===== src/rtl/seq_divider.sv =====
// Restoring sequential divider: one trial subtraction per cycle, MSB first.
// Divide-by-zero short-circuits to DONE with quotient all ones and remainder = dividend.
module seq_divider #(
  parameter int WIDTH = 4
) (
  input  logic             clk,
  input  logic             rst,
  input  logic             start,
  input  logic [WIDTH-1:0] dividend,
  input  logic [WIDTH-1:0] divisor,
  output logic             busy,
  output logic             done,
  output logic [WIDTH-1:0] quotient,
  output logic [WIDTH-1:0] remainder,
  output logic             div_by_zero
);

  localparam int CW = $clog2(WIDTH + 1);

  typedef enum logic [1:0] {IDLE, RUN, DONE} state_t;

  state_t           state_q, state_d;
  logic [CW-1:0]    cnt_q, cnt_d;
  logic [WIDTH:0]   p_q, p_d;
  logic [WIDTH-1:0] dvd_q, dvd_d;
  logic [WIDTH-1:0] dvs_q, dvs_d;
  logic [WIDTH-1:0] quo_q, quo_d;
  logic [WIDTH-1:0] rem_q, rem_d;
  logic             dbz_q, dbz_d;
  logic             busy_q, busy_d;
  logic             done_q, done_d;

  logic [WIDTH:0]   shifted;
  logic [WIDTH:0]   trial;
  logic [WIDTH:0]   p_next;
  logic             qbit;

  always_comb begin
    state_d = state_q;
    cnt_d   = cnt_q;
    p_d     = p_q;
    dvd_d   = dvd_q;
    dvs_d   = dvs_q;
    quo_d   = quo_q;
    rem_d   = rem_q;
    dbz_d   = dbz_q;

    shifted = {p_q[WIDTH-1:0], dvd_q[WIDTH-1]};
    trial   = shifted - {1'b0, dvs_q};
    qbit    = ~trial[WIDTH];
    p_next  = qbit ? trial : shifted;

    case (state_q)
      IDLE: begin
        if (start) begin
          dvd_d = dividend;
          dvs_d = divisor;
          p_d   = '0;
          cnt_d = CW'(WIDTH);
          dbz_d = 1'b0;
          if (divisor == '0) begin
            quo_d   = '1;
            rem_d   = dividend;
            dbz_d   = 1'b1;
            state_d = DONE;
          end else begin
            state_d = RUN;
          end
        end
      end
      RUN: begin
        // dvd_q doubles as the quotient shift register as dividend bits drain out
        p_d   = p_next;
        dvd_d = {dvd_q[WIDTH-2:0], qbit};
        cnt_d = cnt_q - CW'(1);
        if (cnt_q == CW'(1)) begin
          quo_d   = {dvd_q[WIDTH-2:0], qbit};
          rem_d   = p_next[WIDTH-1:0];
          state_d = DONE;
        end
      end
      DONE:    state_d = IDLE;
      default: state_d = IDLE;
    endcase

    busy_d = (state_d != IDLE);
    done_d = (state_d == DONE);
  end

  always_ff @(posedge clk or posedge rst) begin
    if (rst) begin
      state_q <= IDLE;
      cnt_q   <= '0;
      p_q     <= '0;
      dvd_q   <= '0;
      dvs_q   <= '0;
      quo_q   <= '0;
      rem_q   <= '0;
      dbz_q   <= 1'b0;
      busy_q  <= 1'b0;
      done_q  <= 1'b0;
    end else begin
      state_q <= state_d;
      cnt_q   <= cnt_d;
      p_q     <= p_d;
      dvd_q   <= dvd_d;
      dvs_q   <= dvs_d;
      quo_q   <= quo_d;
      rem_q   <= rem_d;
      dbz_q   <= dbz_d;
      busy_q  <= busy_d;
      done_q  <= done_d;
    end
  end

  assign busy        = busy_q;
  assign done        = done_q;
  assign quotient    = quo_q;
  assign remainder   = rem_q;
  assign div_by_zero = dbz_q;

endmodule

===== config.mk =====
export PLATFORM = sky130hd
export DESIGN_NAME = seq_divider
export DESIGN_NICKNAME = d
export VERILOG_FILES = /design/src/rtl/seq_divider.sv
export SDC_FILE = /design/constraint.sdc
export NUM_CORES = 1
export LEC_CHECK = 0
export BUFFER_PORTS_ARGS = -buffer_cell sky130_fd_sc_hd__buf_2
export CORE_ASPECT_RATIO = 0.5
export CORE_MARGIN = 4
export CORE_UTILIZATION = 35
export CTS_CLUSTER_SIZE = 12
export DETAILED_ROUTE_END_ITERATION = 8
export GPL_ROUTABILITY_DRIVEN = 1
export GPL_TIMING_DRIVEN = 1
export PLACE_DENSITY_LB_ADDON = 0.08
export SKIP_CTS_REPAIR_TIMING = 1
export SYNTH_ARGS = -nofsm -noshare
export SYNTH_HDL_FRONTEND = slang
export SYNTH_SLANG_ARGS = --single-unit

===== constraint.sdc =====
create_clock -name clk -period 6.1 [get_ports clk]
set_input_delay 0.305 -clock clk [delete_from_list [all_inputs] [get_ports clk]]
set_output_delay 0.305 -clock clk [all_outputs]
set_load 0.02 [all_outputs]

==> results.py <==
metrics = {
    "grt": {
        "grt_pass1_vias": 1105,
        "grt_pass1_wl_mm": 5.568,
        "grt.total_usage_pct": 13.69,
        "grt_max_degree": 29,
        "antenna_found_initial": 0,
        "overflow": 0,
    },
    "critical_path": {
        "rr_worst_depth": 8,
        "rrSetupSlack_ns": 3.94,
        "rr_startpoint": "dvd_q[3]$_DFFE_PP0P_",
        "critPathCapture": "remainder[2]$_DFFE_PP0P_",
        "reg2reg_to": "remainder[2]$_DFFE_PP0P_",
        "crit_required_ns": 6.31,
        "worstSetupPathType": "flop to flop",
        "arrival_ns": 2.37,
        "startpoint_type": "flop",
        "crit_start": "dvd_q[3]$_DFFE_PP0P_",
        "end_kind": "flop",
        "crit_fanout": 8,
    },
    "logic_synthesis": {
        "syn_area_um2": 1498,
        "syn_nets": 170,
        "syn_avg_cell_area_um2": 9.853,
        "synth_edf_count": 0,
        "synth_top_cells_by_area": "dfrtp_1 47%, nand2_1 5.3%, ha_1 5.0%",
        "synth_top_area_share_pct": 46.78,
        "postSynthCellCount": 152,
        "synth_flop_cell": "dfrtp_1",
        "ys_seq_area_share_pct": 46.78,
        "yosys-top-cells-count": "28 x dfrtp_1, 21 x nand2_1, 15 x nor2_1",
        "ys_seq_elements": 28,
        "synth_area_leader_cell": "dfrtp_1",
        "synth_most_common_cell": "dfrtp_1",
        "synth.distinct_cells": 39,
        "async_flop_share_pct": 100.0,
        "synth_warnings": 0,
    },
    "run": {
        "cap_viol_max_count": 0,
    },
    "floorplan": {
        "core_um2": 4004,
        "die_y_um": 54.26,
        "initial_core_util_pct": 37.41,
        "die_x_um": 100.5,
        "rows": 16,
        "dieArea_um2": 5453,
        "pin_count": 22,
    },
    "timing": {
        "clock_skew_ns": 0.005451,
        "rsz0062_at_grt": "no",
        "hold_ws_ns": 0.06050,
        "tightestPinTransition_ns": 0.9019,
        "setup_viol": 0,
        "max_freq_mhz": 463.8,
        "relSlewSlack_pct": 39.61,
        "hold_viol": 0,
        "slew_violations": 0,
        "fin_crit_ns": 2.156,
        "fin_setup_tns_ns": 0,
        "final.period_utilization_pct": 35.35,
    },
    "pwr": {
        "power_density_nw_per_um2": 627.0,
        "power_mw": 1.068,
        "ir_worst_vdd_uv": 187.8,
        "p_leak_nw": 0.7909,
    },
    "clocking": {
        "cts_max_level": 1,
        "cts_sinks": 28,
        "clkSlewWorstSetupHoldPaths_ns": 0.10,
        "cts_tree": "done",
        "cts_root_buf": "clkbuf_8",
        "clk_path_buf_depth": 2,
        "clk_latency_ns": 0.28,
        "cts_inserted_buffers": 3,
    },
    "cells_and_area": {
        "fin_nets": 190,
        "final_cells": 225,
        "diodes": 0,
        "syn2layout_area_growth_pct": 13.70,
        "drive_gt1_share_pct": 22.81,
    },
    "route": {
        "first_iter_violations": 35,
        "drt_first_pass_iters": 4,
        "vias": 1121,
        "remaining_drc_errors": 0,
        "wl_per_cell_um": 14.56,
        "wl_mm": 3.275,
        "ant_nets": 0,
        "avgViaCountPerCell": 4.982,
    },
    "worst_hold_path": {
        "min_path_type": "primary input to async pin",
    },
    "status": {
        "outcome": "finished clean",
    },
    "place": {
        "portBuffers": 21,
        "dp_cells": 221,
        "gp_congestion": 0.7300,
        "dp_hpwl_mm": 2.439,
    },
}
-- cell usage in the layout (no fill, tap or decap), types with 2 or more instances in the layout --
cell type  count
ha_1           6
a211o_1        2
a21oi_1        8
a31oi_1        5
nor2_1        15
a41oi_1        2
nor3_1         2
and2b_2        2
buf_2         21
inv_1          9
nand2b_1       6
and3_1         2
a21o_2         2
nand3_1        4
xnor2_1        2
clkbuf_8       3
nand2_1       21
dfrtp_1       28
o21ai_0       11
-- through the flow --
step                      utilization (%)  worst slack, ns  area, µm²
after floorplan                         -            4.133       1498
after global placement              40.75            4.022       1632
after detailed placement            40.75            3.950       1632
after CTS                           42.53            3.932       1703
after global routing                42.53            3.830       1703
final                               42.53            3.944       1703
-- sequential cells by signal, indices dropped and copies added, names as in the netlist --
name         cells
dvs_q            4
quotient         4
p_q              4
state_q          2
busy             1
cnt_q            3
done             1
remainder        4
div_by_zero      1
dvd_q            4
-- worst min-delay path by stage --
stage,slack (ns),startpoint,end,cells after the start
floorplan,0.37,rst,busy$_DFF_PP0_,1
global route,0.09,rst,quotient[1]$_DFFE_PP0P_,3
global placement,0.39,rst,quotient[1]$_DFFE_PP0P_,3
finish,0.06,rst,quotient[1]$_DFFE_PP0P_,3
detailed placement,0.39,rst,quotient[1]$_DFFE_PP0P_,3
CTS,0.08,rst,quotient[1]$_DFFE_PP0P_,3
-- worst max-delay path, stage by stage (launching register included) --
cell       delay, ns
dfrtp_1         0.40
inv_1           0.06
ha_1            0.22
fa_1            0.39
nand2b_1        0.19
a21oi_4         0.24
mux2i_1         0.37
a2111oi_4       0.05
a21oi_1         0.17
-- cell families after synthesis --
logic type,share of synthesized area (%)
AO/OA/AOI/OAI,17.04
XOR/XNOR,1.755
adder cells (fa/ha/maj),6.349
buffers and inverters,5.346
flip-flops,46.78
multiplexers,0.6684
AND/OR/NAND/NOR,22.06
-- power by group --
part           switching (mW)  internal, mW  total [mW]  leakage (nW)
combinational           0.341         0.241       0.582         0.425
clock                  0.0616        0.0880       0.150        0.0357
sequential             0.0620         0.274       0.336         0.331
-- per-layer routing --
| metal | wire length [µm] | global-route usage, % | up-vias |
|---|---|---|---|
| li1 | - | - | 561 |
| met1 | 1784 | 20.52 | 540 |
| met2 | 1335 | 18.97 | 16 |
| met3 | 130 | 4.580 | 4 |
| met4 | 25 | 2.685 | 0 |
| met5 | 0 | 0 | - |
-- cell type report --
type	count	area, µm²
fill	424	2301
multi-input combinational	108	716.9
sequential	28	700.7
timing repair buffer	22	112.6
tap	54	67.56
clock buffer	3	41.29
inverter	9	33.78
clock inverter	1	30.03
Power figures use the tool's default switching activity.
